File: src/rtl/tm1638_pkg.sv
// Shared constants, FSM state type and the 7-segment digit encoding
// for the TM1638 frame builder.
package tm1638_pkg;

    // TM1638 command bytes
    localparam logic [7:0] CMD_DATA_AUTO = 8'h40;  // write data, auto-increment address
    localparam logic [7:0] CMD_ADDR0     = 8'hC0;  // set address 0
    localparam logic [7:0] CMD_DISP_ON   = 8'h88;  // display on, OR in brightness

    localparam logic [7:0] SEG_DASH  = 8'h40;
    localparam logic [7:0] LED_ON    = 8'h01;
    localparam logic [7:0] BYTE_ZERO = 8'h00;
    localparam logic [3:0] IDX_LAST  = 4'd15;

    // Lamp state encoding from counter_for_traffic
    localparam logic [1:0] LAMP_GREEN  = 2'b00;
    localparam logic [1:0] LAMP_YELLOW = 2'b01;
    localparam logic [1:0] LAMP_RED    = 2'b10;
    localparam logic [1:0] LAMP_OFF    = 2'b11;

    typedef enum logic [2:0] {
        S_IDLE     = 3'd0,
        S_CMD_DATA = 3'd1,
        S_CMD_ADDR = 3'd2,
        S_DATA     = 3'd3,
        S_CMD_DISP = 3'd4
    } state_t;

    // Frozen copy of everything that goes on the display
    typedef struct packed {
        logic [3:0] chuc1;
        logic [3:0] dv1;
        logic [3:0] chuc2;
        logic [3:0] dv2;
        logic [1:0] light1;
        logic [1:0] light2;
    } snapshot_t;

    // BCD to gfedcba segment code; non-decimal values show a dash
    function automatic logic [7:0] seg7_code(input logic [3:0] bcd);
        logic [7:0] code;
        case (bcd)
            4'd0:    code = 8'h3F;
            4'd1:    code = 8'h06;
            4'd2:    code = 8'h5B;
            4'd3:    code = 8'h4F;
            4'd4:    code = 8'h66;
            4'd5:    code = 8'h6D;
            4'd6:    code = 8'h7D;
            4'd7:    code = 8'h07;
            4'd8:    code = 8'h7F;
            4'd9:    code = 8'h6F;
            default: code = SEG_DASH;
        endcase
        return code;
    endfunction

endpackage

File: src/rtl/bcd_to_seg7.sv
// Combinational BCD digit to 7-segment code encoder.
module bcd_to_seg7
    import tm1638_pkg::*;
(
    input  logic [3:0] bcd_i,
    output logic [7:0] seg_o
);

    // Pure table lookup
    always_comb begin
        seg_o = seg7_code(bcd_i);
    end

endmodule

File: src/rtl/tm1638_frame_builder.sv
// Builds complete TM1638 display frames (3 transactions, 19 bytes) from a
// snapshot of the traffic-light digits and lamps, streamed over valid/ready.
module tm1638_frame_builder
    import tm1638_pkg::*;
#(
    parameter logic [2:0] BRIGHTNESS     = 3'd7,
    parameter int         REFRESH_CYCLES = 1_000_000
) (
    input  logic       clk_50M,
    input  logic       reset,
    input  logic [3:0] light_chuc1,
    input  logic [3:0] light_dv1,
    input  logic [3:0] light_chuc2,
    input  logic [3:0] light_dv2,
    input  logic [1:0] light1,
    input  logic [1:0] light2,
    output logic [7:0] byte_data,
    output logic       byte_valid,
    output logic       byte_last,
    input  logic       byte_ready,
    output logic       busy
);

    state_t     state_q, state_d;
    logic [3:0] idx_q, idx_d;
    snapshot_t  snap_q, snap_d, live_s;
    logic       pending_q, pending_d;
    logic [7:0] byte_data_q, byte_data_d;
    logic       byte_valid_q, byte_valid_d;
    logic       byte_last_q, byte_last_d;
    logic       busy_q, busy_d;
    logic       tick_s, xfer_s, frame_start_s, change_s;
    logic [7:0] seg_chuc1_s, seg_dv1_s, seg_chuc2_s, seg_dv2_s;
    logic [7:0] ram_byte_s;

    assign live_s   = '{chuc1: light_chuc1, dv1: light_dv1, chuc2: light_chuc2,
                        dv2: light_dv2, light1: light1, light2: light2};
    assign change_s = (live_s != snap_q);
    assign xfer_s   = byte_valid_q && byte_ready;

    assign byte_data  = byte_data_q;
    assign byte_valid = byte_valid_q;
    assign byte_last  = byte_last_q;
    assign busy       = busy_q;

    // Digit encoders always look at the frozen snapshot, so a frame never tears
    bcd_to_seg7 u_seg_chuc1 (.bcd_i(snap_q.chuc1), .seg_o(seg_chuc1_s));
    bcd_to_seg7 u_seg_dv1   (.bcd_i(snap_q.dv1),   .seg_o(seg_dv1_s));
    bcd_to_seg7 u_seg_chuc2 (.bcd_i(snap_q.chuc2), .seg_o(seg_chuc2_s));
    bcd_to_seg7 u_seg_dv2   (.bcd_i(snap_q.dv2),   .seg_o(seg_dv2_s));

    // Periodic refresh tick; absent entirely when REFRESH_CYCLES is 0
    if (REFRESH_CYCLES > 0) begin : g_refresh
        localparam int CNT_W = (REFRESH_CYCLES > 1) ? $clog2(REFRESH_CYCLES) : 1;
        localparam logic [CNT_W-1:0] CNT_LAST = CNT_W'(REFRESH_CYCLES - 1);
        logic [CNT_W-1:0] cnt_q;

        // Free-running counter wrapping at REFRESH_CYCLES-1
        always_ff @(posedge clk_50M) begin
            if (reset) begin
                cnt_q <= '0;
            end else if (cnt_q == CNT_LAST) begin
                cnt_q <= '0;
            end else begin
                cnt_q <= cnt_q + CNT_W'(1);
            end
        end

        assign tick_s = (cnt_q == CNT_LAST);
    end else begin : g_no_refresh
        assign tick_s = 1'b0;
    end

    // Display RAM contents for a given address: digits on even, LEDs on odd
    always_comb begin
        ram_byte_s = BYTE_ZERO;
        case (idx_d)
            4'd0:    ram_byte_s = seg_chuc1_s;
            4'd1:    ram_byte_s = (snap_q.light1 == LAMP_RED)    ? LED_ON : BYTE_ZERO;
            4'd2:    ram_byte_s = seg_dv1_s;
            4'd3:    ram_byte_s = (snap_q.light1 == LAMP_YELLOW) ? LED_ON : BYTE_ZERO;
            4'd5:    ram_byte_s = (snap_q.light1 == LAMP_GREEN)  ? LED_ON : BYTE_ZERO;
            4'd11:   ram_byte_s = (snap_q.light2 == LAMP_RED)    ? LED_ON : BYTE_ZERO;
            4'd12:   ram_byte_s = seg_chuc2_s;
            4'd13:   ram_byte_s = (snap_q.light2 == LAMP_YELLOW) ? LED_ON : BYTE_ZERO;
            4'd14:   ram_byte_s = seg_dv2_s;
            4'd15:   ram_byte_s = (snap_q.light2 == LAMP_GREEN)  ? LED_ON : BYTE_ZERO;
            default: ram_byte_s = BYTE_ZERO;
        endcase
    end

    // Frame sequencing, snapshot capture and pending-frame bookkeeping
    always_comb begin
        state_d       = state_q;
        idx_d         = idx_q;
        snap_d        = snap_q;
        frame_start_s = 1'b0;
        case (state_q)
            S_IDLE: begin
                if (pending_q || tick_s) begin
                    frame_start_s = 1'b1;
                    snap_d        = live_s;
                    state_d       = S_CMD_DATA;
                end else begin
                    state_d = S_IDLE;
                end
            end
            S_CMD_DATA: begin
                if (xfer_s) state_d = S_CMD_ADDR;
                else        state_d = S_CMD_DATA;
            end
            S_CMD_ADDR: begin
                if (xfer_s) begin
                    state_d = S_DATA;
                    idx_d   = 4'd0;
                end else begin
                    state_d = S_CMD_ADDR;
                end
            end
            S_DATA: begin
                if (xfer_s && (idx_q == IDX_LAST)) begin
                    state_d = S_CMD_DISP;
                    idx_d   = 4'd0;
                end else if (xfer_s) begin
                    idx_d = idx_q + 4'd1;
                end else begin
                    state_d = S_DATA;
                end
            end
            S_CMD_DISP: begin
                if (xfer_s) state_d = S_IDLE;
                else        state_d = S_CMD_DISP;
            end
            default: begin
                state_d = S_IDLE;
                idx_d   = 4'd0;
            end
        endcase

        // Starting a frame consumes every request seen so far
        if (frame_start_s) begin
            pending_d = 1'b0;
        end else if (change_s || tick_s) begin
            pending_d = 1'b1;
        end else begin
            pending_d = pending_q;
        end
    end

    // Next output byte follows the next state, so outputs can be registered
    always_comb begin
        byte_data_d  = BYTE_ZERO;
        byte_valid_d = 1'b0;
        byte_last_d  = 1'b0;
        busy_d       = 1'b0;
        case (state_d)
            S_IDLE: begin
                busy_d = 1'b0;
            end
            S_CMD_DATA: begin
                byte_data_d  = CMD_DATA_AUTO;
                byte_valid_d = 1'b1;
                byte_last_d  = 1'b1;
                busy_d       = 1'b1;
            end
            S_CMD_ADDR: begin
                byte_data_d  = CMD_ADDR0;
                byte_valid_d = 1'b1;
                busy_d       = 1'b1;
            end
            S_DATA: begin
                byte_data_d  = ram_byte_s;
                byte_valid_d = 1'b1;
                byte_last_d  = (idx_d == IDX_LAST);
                busy_d       = 1'b1;
            end
            S_CMD_DISP: begin
                byte_data_d  = CMD_DISP_ON | {5'b00000, BRIGHTNESS};
                byte_valid_d = 1'b1;
                byte_last_d  = 1'b1;
                busy_d       = 1'b1;
            end
            default: begin
                busy_d = 1'b0;
            end
        endcase
    end

    // State, snapshot and output registers; reset aborts any frame in flight
    always_ff @(posedge clk_50M) begin
        if (reset) begin
            state_q      <= S_IDLE;
            idx_q        <= 4'd0;
            snap_q       <= '0;
            pending_q    <= 1'b1;
            byte_data_q  <= 8'h00;
            byte_valid_q <= 1'b0;
            byte_last_q  <= 1'b0;
            busy_q       <= 1'b0;
        end else begin
            state_q      <= state_d;
            idx_q        <= idx_d;
            snap_q       <= snap_d;
            pending_q    <= pending_d;
            byte_data_q  <= byte_data_d;
            byte_valid_q <= byte_valid_d;
            byte_last_q  <= byte_last_d;
            busy_q       <= busy_d;
        end
    end

endmodule

File: config.mk
export PLATFORM = sky130hd
export DESIGN_NAME = tm1638_frame_builder
export DESIGN_NICKNAME = d
export VERILOG_FILES = /design/src/rtl/tm1638_pkg.sv /design/src/rtl/bcd_to_seg7.sv /design/src/rtl/tm1638_frame_builder.sv
export SDC_FILE = /design/constraint.sdc
export NUM_CORES = 1
export LEC_CHECK = 0
export ABC_AREA = 1
export CAP_MARGIN = 20
export CORE_UTILIZATION = 50
export DETAILED_ROUTE_END_ITERATION = 8
export GPL_TIMING_DRIVEN = 1
export PLACE_DENSITY = 0.78
export SLEW_MARGIN = 25
export SYNTH_ARGS = -nofsm -noshare
export SYNTH_HDL_FRONTEND = slang
export SYNTH_SLANG_ARGS = --single-unit
File: constraint.sdc
create_clock -name clk_50M -period 3.2 [get_ports clk_50M]
set_input_delay 0.64 -clock clk_50M [delete_from_list [all_inputs] [get_ports clk_50M]]
set_output_delay 0.64 -clock clk_50M [all_outputs]
set_load 0.02 [all_outputs]
# After elaboration in Yosys (flattened, before gate mapping)
# Memory sizes are Yosys's and may differ from the RTL's. A register that Yosys moved wholly into a read port is not among the register bits.
# Cells that the tools add are included.
[totals]
mem_count = 4
mem_bits_ro = 448
regBits = 58
word_cells = 90
in_bits = 23
output_inout_bits = 11
[mem_list]
columns = ["memory", "words", "word_bits", "read_ports", "rd_ports_with_merged_regs", "write_ports", "line_no", "rtl"]
rows = [
  ["(name not given)", 16, 7, 1, 1, 0, "tm1638_pkg.sv:42", "case (bcd)"],
  ["(name not given)", 16, 7, 1, 1, 0, "tm1638_pkg.sv:42", ""],
  ["(name not given)", 16, 7, 1, 1, 0, "tm1638_pkg.sv:42", ""],
  ["(name not given)", 16, 7, 1, 1, 0, "tm1638_pkg.sv:42", ""],
]
[classes]
n_eq_ne = 24
addsub = 2
muxes = 33
reduce_logical = 14
[op_table]
columns = ["op", "count"]
rows = [
  ["$pmux 8 s10", 1],
  ["$mux 4", 11],
  ["$pmux 8 s4", 1],
  ["$eq 4x4->1 const B", 6],
  ["$add 20x1->20 const B", 1],
  ["$eq 20x20->1 const B", 1],
  ["$ne 20x20->1", 1],
  ["$pmux 3 s5", 1],
  ["$mux 1", 13],
  ["$eq 3x2->1 const B", 4],
  ["$pmux 4 s3", 1],
  ["$mux 3", 3],
  ["$eq 4x2->1 const B", 2],
  ["$eq 3x1->1 const B", 2],
  ["$eq 3x3->1 const B", 2],
  ["$add 4x1->4 const B", 1],
  ["$eq 2x1->1 const B", 2],
  ["$eq 2x2->1 const B", 2],
  ["$eq 4x1->1 const B", 1],
  ["$eq 4x3->1 const B", 1],
  ["$logic_not 2->1", 2],
  ["$logic_not 4->1", 1],
  ["$reduce_or 2->1", 2],
  ["$reduce_or 4->1", 1],
  ["8 further kinds", 10],
]

# Longest topological paths before layout
[depth]
ltp_word = 7
mapped_depth = 19
depth_no_buf = 18

# Modules after synthesis
# A second synthesis with hierarchy kept.
[hier_totals]
hier_cells = 614
hier_area_um2 = 3991.3
[modules_own_cells]
columns = ["module", "seq_area_each_um2", "area_per_inst_um2", "cells_per_inst", "n_inst"]
rows = [
  ["tm1638_frame_builder", 1161.1, 3165.5, 462, 1],
  ["bcd_to_seg7 (u_seg_chuc1 ...)", 0.0, 203.9, 38, 3],
  ["bcd_to_seg7 (u_seg_chuc2)", 0.0, 214.0, 38, 1],
]

# Worst setup path after synthesis
# No wires, ideal clock.
[synth_path]
path_kind = "reg2reg"
from = "register g_refresh.cnt_q[0]"
to = "register u_seg_dv1.seg_o[1] (netlist name)"
arrival_ps = 2175
synth_period_minus_slack_ps = 2293
n_path_buf = 2
setup_slack_ps = 907
path_stages_with_launch = 17
setup_time_ps = 119
required_ps = 3081
cell_sequence = "dfxtp_1 -> ha_1 -> nand2_1 -> inv_2 -> nand2_2 -> nor2_1 -> nand3_1 -> nand2_2 -> nand2_2 -> buf_2 -> buf_2 -> nand2_1 -> nand2_1 -> inv_1 -> ha_1 -> o21ai_0 -> nand2_1"
[synth_between]
elab_chain_cells = 5
[synth_rtl]
columns = ["element", "line_no", "rtl"]
rows = [
  ["start, declared", "tm1638_frame_builder.sv:56", "logic [CNT_W-1:0] cnt_q;"],
  ["start signal, assigned", "tm1638_frame_builder.sv:65", "cnt_q <= cnt_q + CNT_W'(1);"],
  ["$eq 20x20->1", "tm1638_frame_builder.sv:69", "assign tick_s = (cnt_q == CNT_LAST);"],
  ["$logic_or 1x1->1", "tm1638_frame_builder.sv:100", "if (pending_q || tick_s) begin"],
  ["$reduce_and 2->1 (no source line)", "--", ""],
  ["$mux 4 (no source line) (2 in series)", "--", ""],
]
# Every way passes these cells.
# A chain may end at the register's enable or synchronous reset.

# Final worst setup path
[layout_path]
from = "register g_refresh.cnt_q[0]"
to = "register u_seg_chuc2.seg_o[3] (netlist name)"
[layout_between]
elab_chain_cells = 5
[layout_rtl]
columns = ["element", "line_no"]
rows = [
  ["$eq 20x20->1", "tm1638_frame_builder.sv:69"],
  ["$logic_or 1x1->1", "tm1638_frame_builder.sv:100"],
  ["$reduce_and 2->1 (no source line)", "--"],
  ["$mux 4 (no source line) (2 in series)", "--"],
]
# Every way passes these cells.

==> out/qor.csv <==
metric;value;unit
cts_tree;yes;
drc;0;
avgSynthCellArea;7.116;um^2
r2r_slack;0.38;ns
synth_top_area_cell;dfxtp_1;
outcome;completed;
async_reset_ff_share;0;%
yosysWarnings;0;
die_h;98.19;um
cp_data_required_time;3.49;ns
ys_ff_latch;86;
grt_pass1_vias;3902;
drv_cap;0;
fin_crit_sh;88.14;%
drtPass1Iterations;7;
clock_path_buffers;2;
cts-buffers-inserted;9;
die_area;9640;um^2
clock_skew;0.009017;ns
rows;34;
fin_nets;739;
io_pins;34;
htreeDepth;3;
hold_depth;2;
ff2ff_path_depth;16;
path_class;reg -> reg;
core;8848;um^2
stdcell_count;801;
drtIter0Drc;226;
cts_sinks;86;
tightestPinTransition;0.6129;ns
synth_top_cells_by_area;dfxtp_1 (37%), nand2_1 (14%), ha_1 (7.3%);
io_buffers;33;
ys_types;42;
timing.rr.start;g_refresh.cnt_q[0]$_SDFF_PP0_;
cts_root_buf;clkbuf_8;
critPathMaxFanout;12;
slew_violations;0;
peakVddDrop;0.0002797;V
synth_edf_count;0;
grt_pass1_wl;17070;um
drive_above_1_share;10.97;%
synth_top_area_share;37.22;%
rr_endpoint;u_seg_chuc2.seg_o[3]$_DFF_P_;
synth_flop_cell;dfxtp_1;
wl_per_cell;12.01;um
power_density;611.0;nW/um^2
min_path_type;reg -> reg;
grt_start_max_net_pins;20;
path_clk_slew;0.09;ns
num_vias;4066;
grt.overflow.total;0;
fin_area;5259;um^2
seq_area_frac_synth;37.22;%
rsz0062_at_grt;no;
drtAntennaViolNets;0;
area_delta_synth_final;13.69;%
antenna_found_initial;0;
finalWirelength;9619;um
worst_setup_path_start_kind;register;
place_area;5071;um^2
avgViaCountPerCell;5.076;
arrival;3.11;ns
cp-end-kind;register;
start_util;52.28;%
fillers;799;
setup-violations-final;0;
cts_resized;0;
min_to;byte_data[4]$_SDFF_PP0_;
cts_hold_buf;0;
syn_area;4626;um^2
report.final.hold_viol_count;0;
placed_cells;786;
p_leak;2.493;nW
die_x;98.19;um
num_antenna_cells;0;
synthesis.nets;700;
slew_headroom;59.04;%
dp_hpwl;7312;um
clock_latency;0.35;ns
postLayoutCoreUtil;59.43;%
grtUsageTotal;21.78;%
hold_start;u_seg_dv1.seg_o[4]$_DFF_P_;
gp_congestion;0.8546;
period_minus_slack;2.820;ns
finalSetupTns;0;ns
postSynthCellCount;650;
post-cts-setup-buffers;0;
clock.fmax;354.6;MHz
[state kept, by name, summed over array words and instances (netlist names)]
register and count:
snap_q 20, u_seg_chuc2.seg_o 7, state_q 3, u_seg_dv2.seg_o 7, idx_q 4, byte_last 1
g_refresh.cnt_q 20, u_seg_chuc1.seg_o 7, u_seg_dv1.seg_o 7, byte_data 8, busy 1, pending_q 1
[power breakdown]
part | switching (mW) | leakage (nW) | internal, mW
clock network | 0.388 | 0.0911 | 0.355
logic | 0.660 | 1.69 | 0.378
registers | 0.110 | 0.710 | 1.32
total | 1.16 | 2.49 | 2.05
[final cells by class]
type / instances / area [um^2] / share of cell area [%]
multi-input combinational: 452 / 2462 / 46.82
sequential: 86 / 1722 / 32.74
inverter: 102 / 384.1 / 7.304
timing repair buffer: 38 / 367.9 / 6.995
tap: 108 / 135.1 / 2.570
clock buffer: 9 / 123.9 / 2.355
clock inverter: 6 / 63.81 / 1.213
[critical path: stages (launching register included)]
cell and delay (ns):
dfxtp_1 0.33, ha_1 0.21, nand2_1 0.08, inv_2 0.04, nand2_2 0.06, nor2_1 0.05, nand3_1 0.11, nand2_2 0.12
nand2_2 0.25, clkinv_2 0.23, or2_2 0.33, nand2_1 0.19, inv_1 0.10, ha_1 0.32, o21ai_0 0.22, nand2_1 0.07
nand2_1 0.06
[synthesized netlist by cell type (2+ instances only)]
cell        n
a211oi_1    3
inv_1      88
nor2_2      5
xnor2_1     8
ha_1       27
nand3_2     6
or2_2       7
o21ai_1     8
dfxtp_1    86
xor2_1      6
nand3b_1    4
nand3_4     2
buf_2       7
nand2_4     2
a21oi_1    20
a21oi_2     2
nor2_4      3
nand4_1     9
nor3_2      2
nand2_2     9
nor2_1     52
nand2_1   168
or2_0       2
nor4_1      3
o21a_1      2
nand3_1    58
o21ai_2     4
o211ai_1    4
o21ai_0    23
inv_2      12
nor3_1      7
[per-layer routing]
metal / wire [um] / GRT usage, % / share of wire [%]
met4: 187 / 8.611 / 1.9
met2: 4553 / 36.67 / 47
met5: 0 / 0 / 0
met1: 4566 / 27.40 / 47
met3: 312 / 4.366 / 3.2
[kinds of logic (layout without fill, tap and decap cells)]
kind of cell	Yosys count	count (layout)	share of synthesized area (%)
buffers and inverters	112	155	9.548
and+or+nand+nor	342	342	34.70
DFF	86	86	37.22
xor gates and xnor gates	14	14	2.651
AOI/OAI and AO/OA	69	69	8.575
adders and majority gates	27	27	7.303
[cells in the final DEF (no fill, tap or decap), types with 3 or more instances in the layout]
master and instances:
clkinv_2 3, nand3_2 6, or2_2 7, nor2_4 3, ha_1 27, buf_4 5, a211oi_1 3, xor2_1 6
a21oi_1 20, nand2_2 9, xnor2_1 8, nand2_1 168, clkdlybuf4s50_1 33, nor3_1 7, nand4_1 9, inv_2 12
nand3b_1 4, dfxtp_1 86, nor4_1 3, o21ai_1 8, nor2_1 52, nor2_2 5, o211ai_1 4, o21ai_0 23
inv_1 88, o21ai_2 4, nand3_1 58, clkbuf_8 9
[how the worst max path moves through the flow]
stage | start | end | slack [ns] | cells past startpoint
final | g_refresh.cnt_q[0]$_SDFF_PP0_ | u_seg_chuc2.seg_o[3]$_DFF_P_ | 0.38 | 16
after global routing | g_refresh.cnt_q[0]$_SDFF_PP0_ | u_seg_chuc2.seg_o[3]$_DFF_P_ | 0.12 | 17
after CTS | g_refresh.cnt_q[0]$_SDFF_PP0_ | u_seg_chuc2.seg_o[3]$_DFF_P_ | 0.38 | 16
after detailed placement | g_refresh.cnt_q[0]$_SDFF_PP0_ | u_seg_chuc2.seg_o[3]$_DFF_P_ | 0.40 | 16
after global placement | byte_ready | byte_data[5]$_SDFF_PP0_ | 0.44 | 12
after floorplan | g_refresh.cnt_q[0]$_SDFF_PP0_ | u_seg_dv1.seg_o[1]$_DFF_P_ | 0.91 | 16
[metrics by stage]
stage,hold slack [ns],setup slack (ns),power (mW)
2_1_floorplan,0.4175,0.9067,2.195
3_3_place_gp,0.4295,0.4365,2.445
3_5_place_dp,0.4430,0.3979,2.483
4_1_cts,0.4549,0.3785,3.225
5_1_grt,0.4679,0.1169,3.446
6_report,0.4539,0.3795,3.213
Power figures use the tool's default switching activity.
